===== src/rtl/pipeline_hazard_ctrl_pkg.sv =====
// Shared definitions for the pipeline hazard controller.
// - Default register index width.
// - Bit layout of a packed scoreboard entry {valid, dst}.
// - Controller mode encoding and the bundle of buffer enables/flushes.
package pipeline_hazard_ctrl_pkg;

    localparam int REG_INDEX_BIT_WIDTH_DEFAULT = 4;

    // Packed scoreboard entry is {valid, dst}: dst occupies [w-1:0], valid sits just above it.
    localparam int SB_DST_LSB = 0;

    function automatic int sb_valid_pos(input int w);
        return w;
    endfunction

    typedef enum logic [2:0] {
        MODE_RESET,
        MODE_FREEZE,
        MODE_REDIRECT,
        MODE_STALL,
        MODE_RUN
    } ctrl_mode_e;

    typedef struct packed {
        logic pc_wrt_en;
        logic if_dec_en;
        logic dec_exe_en;
        logic exe_mem_en;
        logic mem_wb_en;
        logic if_dec_flush;
        logic dec_exe_flush;
    } ctrl_out_t;

endpackage


===== src/rtl/pipeline_hazard_ctrl_hazard_sb_stage.sv =====
// One scoreboard entry {valid, dst} for a single pipeline stage.
// Ports:
//   clk, reset        - clock, synchronous active-high reset (clears entry)
//   en                - load entry_in on the rising edge
//   entry_in          - next {valid, dst}
//   idx_a, idx_b      - register indices to compare against
//   entry             - current {valid, dst}
//   match_a, match_b  - entry valid and dst equals idx_a / idx_b
module hazard_sb_stage
    import pipeline_hazard_ctrl_pkg::*;
#(
    parameter int W = REG_INDEX_BIT_WIDTH_DEFAULT
) (
    input  logic         clk,
    input  logic         reset,
    input  logic         en,
    input  logic [W:0]   entry_in,
    input  logic [W-1:0] idx_a,
    input  logic [W-1:0] idx_b,
    output logic [W:0]   entry,
    output logic         match_a,
    output logic         match_b
);

    localparam int VPOS = sb_valid_pos(W);

    logic [W:0] entry_q;
    logic [W:0] entry_d;

    always_comb begin
        entry_d = entry_q;
        if (en) begin
            entry_d = entry_in;
        end
    end

    always_ff @(posedge clk) begin
        if (reset) begin
            entry_q <= '0;
        end else begin
            entry_q <= entry_d;
        end
    end

    assign entry   = entry_q;
    assign match_a = entry_q[VPOS] && (entry_q[SB_DST_LSB +: W] == idx_a);
    assign match_b = entry_q[VPOS] && (entry_q[SB_DST_LSB +: W] == idx_b);

endmodule


===== src/rtl/pipeline_hazard_ctrl.sv =====
// Stall/flush controller for the 5-stage pipeline (IF, DEC, EXE, MEM, WB).
// Tracks in-flight destinations for EXE/MEM/WB, stalls DEC on RAW hazards,
// squashes wrong-path work on a redirect, and counts stall/flush cycles.
// Ports:
//   clk, reset                         - clock, synchronous active-high reset
//   dec_src1/2_idx, dec_src1/2_use     - sources read by the DEC instruction
//   dec_dst_idx, dec_reg_wrt_en        - destination written by the DEC instruction
//   exe_redirect                       - taken branch / JAL resolved in EXE
//   mem_busy                           - freeze request from memory / IO
//   pc_wrt_en .. mem_wb_en             - PC and pipeline buffer enables
//   if_dec_flush, dec_exe_flush        - load NOP / bubble on the next edge
//   stall_cnt, flush_cnt               - saturating debug counters
module pipeline_hazard_ctrl
    import pipeline_hazard_ctrl_pkg::*;
#(
    parameter int REG_INDEX_BIT_WIDTH = REG_INDEX_BIT_WIDTH_DEFAULT,
    parameter int CNT_BITS            = 32,
    parameter bit R0_IS_ZERO          = 1'b0
) (
    input  logic                           clk,
    input  logic                           reset,
    input  logic [REG_INDEX_BIT_WIDTH-1:0] dec_src1_idx,
    input  logic [REG_INDEX_BIT_WIDTH-1:0] dec_src2_idx,
    input  logic                           dec_src1_use,
    input  logic                           dec_src2_use,
    input  logic [REG_INDEX_BIT_WIDTH-1:0] dec_dst_idx,
    input  logic                           dec_reg_wrt_en,
    input  logic                           exe_redirect,
    input  logic                           mem_busy,
    output logic                           pc_wrt_en,
    output logic                           if_dec_en,
    output logic                           dec_exe_en,
    output logic                           exe_mem_en,
    output logic                           mem_wb_en,
    output logic                           if_dec_flush,
    output logic                           dec_exe_flush,
    output logic [CNT_BITS-1:0]            stall_cnt,
    output logic [CNT_BITS-1:0]            flush_cnt
);

    localparam int W = REG_INDEX_BIT_WIDTH;

    // Stage 0 = EXE, 1 = MEM, 2 = WB. WB counts as a hazard: no write-through in the regfile.
    logic [W:0] sb_entry [3];
    logic [W:0] sb_in    [3];
    logic [2:0] match1;
    logic [2:0] match2;
    logic       sb_en;
    logic       src1_live;
    logic       src2_live;
    logic       raw_stall;
    logic       exe_valid_in;
    logic       unused_wb_entry;

    assign sb_en     = !mem_busy;
    assign src1_live = dec_src1_use && (!R0_IS_ZERO || (dec_src1_idx != '0));
    assign src2_live = dec_src2_use && (!R0_IS_ZERO || (dec_src2_idx != '0));
    assign raw_stall = (src1_live && (|match1)) || (src2_live && (|match2));

    // A stalled or wrong-path DEC instruction enters EXE as a bubble.
    assign exe_valid_in = dec_reg_wrt_en && !raw_stall && !exe_redirect
                          && (!R0_IS_ZERO || (dec_dst_idx != '0));

    assign sb_in[0] = {exe_valid_in, dec_dst_idx};
    assign sb_in[1] = sb_entry[0];
    assign sb_in[2] = sb_entry[1];

    // The WB entry only feeds the comparators; nothing shifts out of it.
    assign unused_wb_entry = ^sb_entry[2];

    for (genvar i = 0; i < 3; i++) begin : g_sb
        hazard_sb_stage #(.W(W)) u_stage (
            .clk     (clk),
            .reset   (reset),
            .en      (sb_en),
            .entry_in(sb_in[i]),
            .idx_a   (dec_src1_idx),
            .idx_b   (dec_src2_idx),
            .entry   (sb_entry[i]),
            .match_a (match1[i]),
            .match_b (match2[i])
        );
    end

    ctrl_mode_e mode;
    ctrl_out_t  ctrl;

    always_comb begin
        mode = MODE_RUN;
        if (reset) begin
            mode = MODE_RESET;
        end else if (mem_busy) begin
            mode = MODE_FREEZE;
        end else if (exe_redirect) begin
            mode = MODE_REDIRECT;
        end else if (raw_stall) begin
            mode = MODE_STALL;
        end
    end

    always_comb begin
        ctrl = '{default: 1'b1};
        unique case (mode)
            MODE_RESET, MODE_REDIRECT: ctrl = '{default: 1'b1};
            MODE_FREEZE:               ctrl = '{default: 1'b0};
            MODE_STALL: begin
                // Hold PC and IF_DEC, push a bubble into EXE, let older work drain.
                ctrl.pc_wrt_en    = 1'b0;
                ctrl.if_dec_en    = 1'b0;
                ctrl.if_dec_flush = 1'b0;
            end
            default: begin
                ctrl.if_dec_flush  = 1'b0;
                ctrl.dec_exe_flush = 1'b0;
            end
        endcase
    end

    assign pc_wrt_en     = ctrl.pc_wrt_en;
    assign if_dec_en     = ctrl.if_dec_en;
    assign dec_exe_en    = ctrl.dec_exe_en;
    assign exe_mem_en    = ctrl.exe_mem_en;
    assign mem_wb_en     = ctrl.mem_wb_en;
    assign if_dec_flush  = ctrl.if_dec_flush;
    assign dec_exe_flush = ctrl.dec_exe_flush;

    logic [CNT_BITS-1:0] stall_cnt_q, stall_cnt_d;
    logic [CNT_BITS-1:0] flush_cnt_q, flush_cnt_d;

    always_comb begin
        stall_cnt_d = stall_cnt_q;
        flush_cnt_d = flush_cnt_q;
        if (raw_stall && !exe_redirect && !mem_busy && (stall_cnt_q != '1)) begin
            stall_cnt_d = stall_cnt_q + CNT_BITS'(1);
        end
        if (exe_redirect && !mem_busy && (flush_cnt_q != '1)) begin
            flush_cnt_d = flush_cnt_q + CNT_BITS'(1);
        end
    end

    always_ff @(posedge clk) begin
        if (reset) begin
            stall_cnt_q <= '0;
            flush_cnt_q <= '0;
        end else begin
            stall_cnt_q <= stall_cnt_d;
            flush_cnt_q <= flush_cnt_d;
        end
    end

    assign stall_cnt = stall_cnt_q;
    assign flush_cnt = flush_cnt_q;

endmodule


===== config.mk =====
export PLATFORM = sky130hd
export DESIGN_NAME = pipeline_hazard_ctrl
export DESIGN_NICKNAME = d
export VERILOG_FILES = /design/src/rtl/pipeline_hazard_ctrl_pkg.sv /design/src/rtl/pipeline_hazard_ctrl_hazard_sb_stage.sv /design/src/rtl/pipeline_hazard_ctrl.sv
export SDC_FILE = /design/constraint.sdc
export NUM_CORES = 1
export LEC_CHECK = 0
export CORE_MARGIN = 4
export CORE_UTILIZATION = 51
export DETAILED_ROUTE_END_ITERATION = 12
export PLACE_DENSITY = 0.8
export SLEW_MARGIN = 10
export SYNTH_ARGS = -nofsm -noshare
export SYNTH_HDL_FRONTEND = slang
export SYNTH_SLANG_ARGS = --single-unit
export TNS_END_PERCENT = 100

===== constraint.sdc =====
create_clock -name clk -period 2.45 [get_ports clk]
set_input_delay 0.3675 -clock clk [delete_from_list [all_inputs] [get_ports clk]]
set_output_delay 0.3675 -clock clk [all_outputs]
set_load 0.005 [all_outputs]

==> results <==
- The synthesized flop and latch total is 79.
- The maximum fanout along the worst path is 3.
- Entering global routing, the biggest net connects 78 pins.
- Counting instances in the post-synthesis netlist gives the leading cell types as dfxtp_1, nor2_1, nand4_1, xor2_1, nand3_1.
- The critical path's slowest cell is clkdlybuf4s50_1.
- In this run the horizontal extent of the chip is 97.7 µm.
- Clock latency on the worst-skew pair, taken at its later pin, is 0.34 ns.
- The type of the most critical hold path is in2reg.
- The run finished with clean final reports.
- The highest achievable clock rate is 444 MHz.
- Of all flip-flops after synthesis, the portion carrying an async set or reset was 0.
- Setup violations remaining at the end of the flow were counted as 0.
- In the synthesized netlist the dominant register cell turns out to be dfxtp_1.
- The number of hold-slack violations in the final timing report is 0.
- The sequential element share of the synthesized area is 0.385.
- In the finished design, the share of the clock period the worst path needs comes to 0.920.
- In this run the number of H-tree levels came out at 3.
- The internal power contribution is 0.00215 W.
- Clock skew on the completed layout was measured at 0.0115 ns.
- Of the post-synthesis cell area, the dominant cell type holds 0.385.
- In the synthesized netlist, the number of instances is 486.
- Once detailed placement completed, the half-perimeter wirelength came to 7.09 mm.
- Yosys printed 0 warnings.
- Yosys mapped a number of flops with a built-in enable equal to 0.
- By instance count, the leading cell after synthesis is dfxtp_1.
- Across the run, the number of max-cap violations was 0.
- The buffering stage count on the worst path with inverters included is 2.
- The final max-slew violation count is 0.
- The top cell family by delay on the critical path is buffers and inverters.
- The switching part of the total power is 0.211.
- The net count of the finished layout is 596.
- The detailed-route DRC error count is 0.
- The critical path's most frequent cell is nand4_1.
- The clock drives 79 sinks.
- The via count is 3801.
- The global-route total usage across every layer is 0.201.
- The die covers 9550 µm².
- The startpoint-to-endpoint class of the critical path is in2out.
- Subtracting the final worst setup slack from the clock period gives 2.25 ns.
- The master cell of the clock root buffer is clkbuf_8.
- The floorplan has 32 rows.
- The signal on the critical path passes through clkdlybuf4s50_1 -> xnor2_1 -> nand4_1 -> nand4_1 -> nor2_2 -> o21ai_1 -> dlygate4sd2_1.
- Ranked by total cell area, the synthesized netlist is headed by dfxtp_1, xor2_1, nor2_1, nand4_1, mux2i_1.
- The post-layout utilization of the core is 0.697.
- The average via count per standard cell is 5.58.
- The number of global-route vias before repair is 3573.
- The power spent charging and discharging nets is 0.000576 W.
- 90 I/O pins were placed.
- The violation count after the first detailed-routing iteration is 170.
- Clock tree synthesis inserted a total of 9 buffers.
- For this block, the routed nets add up to 9.78 mm of wire.
- The region available for standard cell placement spans 7770 µm².
- The number of antenna violations at the first check in global routing was 0.
- The number of unique standard cell types used by synthesis is 48.
- STA puts the critical path data required time at 2.08 ns.
- TritonCTS built the clock tree.
- The startpoint type of the worst setup path is a primary input.
- The clock power share is 0.456.
- For this design, the CTS-stage hold fixing added 0 buffers.
- The first global-routing pass estimated 16.5 mm of wire.
- The post-synth design cell area is 4110 µm².
- In this run the power density over the cells is 504 nW/µm².
- The peak ir drop on the vdd network is 0.254 mV.
- After clock tree synthesis, the clock-pin slew on the worst setup and hold paths is 0.07 ns.
- Of the cells placed in the final design, the portion with a size suffix greater than 1 is 0.107.
- The part of the power in combinational logic is 0.064.
- The power after layout is 0.00273 W.
- The library cell with the largest summed area after synthesis is dfxtp_1.
- The synthesized net count is 507.
- The final antenna-violating net count is 0.
- In this run the deepest clock path goes through 2 buffers.
- Headroom to the max-slew limit came out at 0.498.
- The share of total power dissipated in sequential elements is 0.480.
- The layout overhead on the synthesized area is 31.8%.
- The worst setup slack for register-to-register paths is 0.22 ns.
- For the pin with the worst max-slew slack, the measured transition is 0.753 ns.
- The endpoint type of the worst setup path is an output pin.
- The largest single stage delay on the critical path is 0.50 ns.
- The arrival time of the worst setup path is 1.89 ns.
- The routability congestion estimate from global placement is 0.824.
- In the final routed layout, each cell accounts on average for 14.4 µm.
- The first detailed-routing pass ran for 5 iterations.
- In this run the mean area of a mapped cell was 8.45 µm².
- The quantity of I/O buffers inserted on ports is 89.
- The static leakage is 1.96 nW.
- Setup repair after global routing left no endpoint under its margin.
- The floorplan die height is 97.7 µm.
- After global routing the overflow that remains totals 0.
- The initial core utilization is 0.529.
- The number of diodes added for antenna fixing is 0.
[sequential cells by signal, summed over array words and instances (netlist names)]
| signal | count |
|---|---|
| flush_cnt | 32 |
| g_sb.u_stage.entry | 15 |
| stall_cnt | 32 |
[cell type report]
class / count / area, µm²
Inverter: 6 / 22.5
Tap cell: 102 / 128
Fill cell: 634 / 2360
Timing Repair Buffer: 104 / 1020
Clock inverter: 6 / 134
Sequential cell: 79 / 1580
Clock buffer: 9 / 124
Multi-Input combinational cell: 375 / 2390
[worst paths after layout]
path,cells past startpoint,startpoint,to
setup / recovery,7,dec_src1_idx[1],dec_exe_flush
hold / removal,3,reset,g_sb[1].u_stage.entry[2]$_SDFFE_PP0N_
setup reg to reg,7,stall_cnt[15]$_SDFFE_PP0P_,stall_cnt[8]$_SDFFE_PP0P_
hold reg to reg,2,stall_cnt[11]$_SDFFE_PP0P_,stall_cnt[11]$_SDFFE_PP0P_
[timing repair]
action	4_1_cts	5_1_grt
setup buffers	0	0
gates resized for setup	14	0
setup endpoints to repair	3	0
[tightest hold or removal path, stage by stage]
cell and delay (ns):
buf_2 0.10, buf_4 0.22, nor2_1 0.07
[cells in the final DEF (no fill, tap or decap), types with 6 or more instances in the layout]
cell type,synthesis,routed
clkdlybuf4s50_1,0,79
dfxtp_1,79,77
nor2_1,74,73
xor2_1,32,32
nand4_1,32,32
nand3_1,24,24
nand2_1,20,20
a21oi_1,19,19
xnor2_1,18,18
or3_1,18,18
nor2b_1,17,17
o21ai_0,18,17
nor3_1,16,16
mux2i_1,16,16
mux2_2,13,13
buf_4,3,12
and3_1,9,9
clkbuf_8,0,9
dlygate4sd2_1,0,9
inv_1,6,6
nor4_1,6,6
[power groups by stage]
| stage | Clock, W | Sequential (W) | Combinational, W |
|---|---|---|---|
| 3_3_place_gp | 0 | 0.00134 | 0.000176 |
| 4_1_cts | 0.00127 | 0.00131 | 0.000176 |
| 6_report | 0.00124 | 0.00131 | 0.000174 |
| 3_5_place_dp | 0 | 0.00134 | 0.000179 |
| 2_1_floorplan | 0 | 0.00134 | 0.000100 |
| 5_1_grt | 0.00133 | 0.00131 | 0.000191 |
[layer usage]
metal / up-vias / part of all wire / global-route usage
met2: 119 / 0.47 / 0.326
li1: 1890 / - / -
met3: 12 / 0.060 / 0.0431
met5: - / 0 / 0
met1: 1780 / 0.46 / 0.269
met4: 0 / 0.011 / 0.0639
[metrics by stage]
stage	setup TNS (ns)	setup slack [ns]	cell area (µm²)	hold slack (ns)	cells
3_5_place_dp	-3.43	-0.261	5150	0.499	666
4_1_cts	0	0.207	5410	0.459	681
5_1_grt	0	0.0302	5410	0.494	681
3_3_place_gp	-2.95	-0.238	5150	0.482	666
6_report	0	0.196	5410	0.461	681
2_1_floorplan	0	0.491	4110	0.477	486
[cells by family after synthesis]
kind of cell / after synthesis / synth area share
and+or+nand+nor: 244 / 0.320
adders and majority gates: 2 / 0.00609
AOI/OAI and AO/OA: 47 / 0.0652
buffers and inverters: 32 / 0.0341
muxes: 32 / 0.0829
xor gates and xnor gates: 50 / 0.107
DFF: 79 / 0.385
No activity file was read; power rests on OpenSTA's default activity.
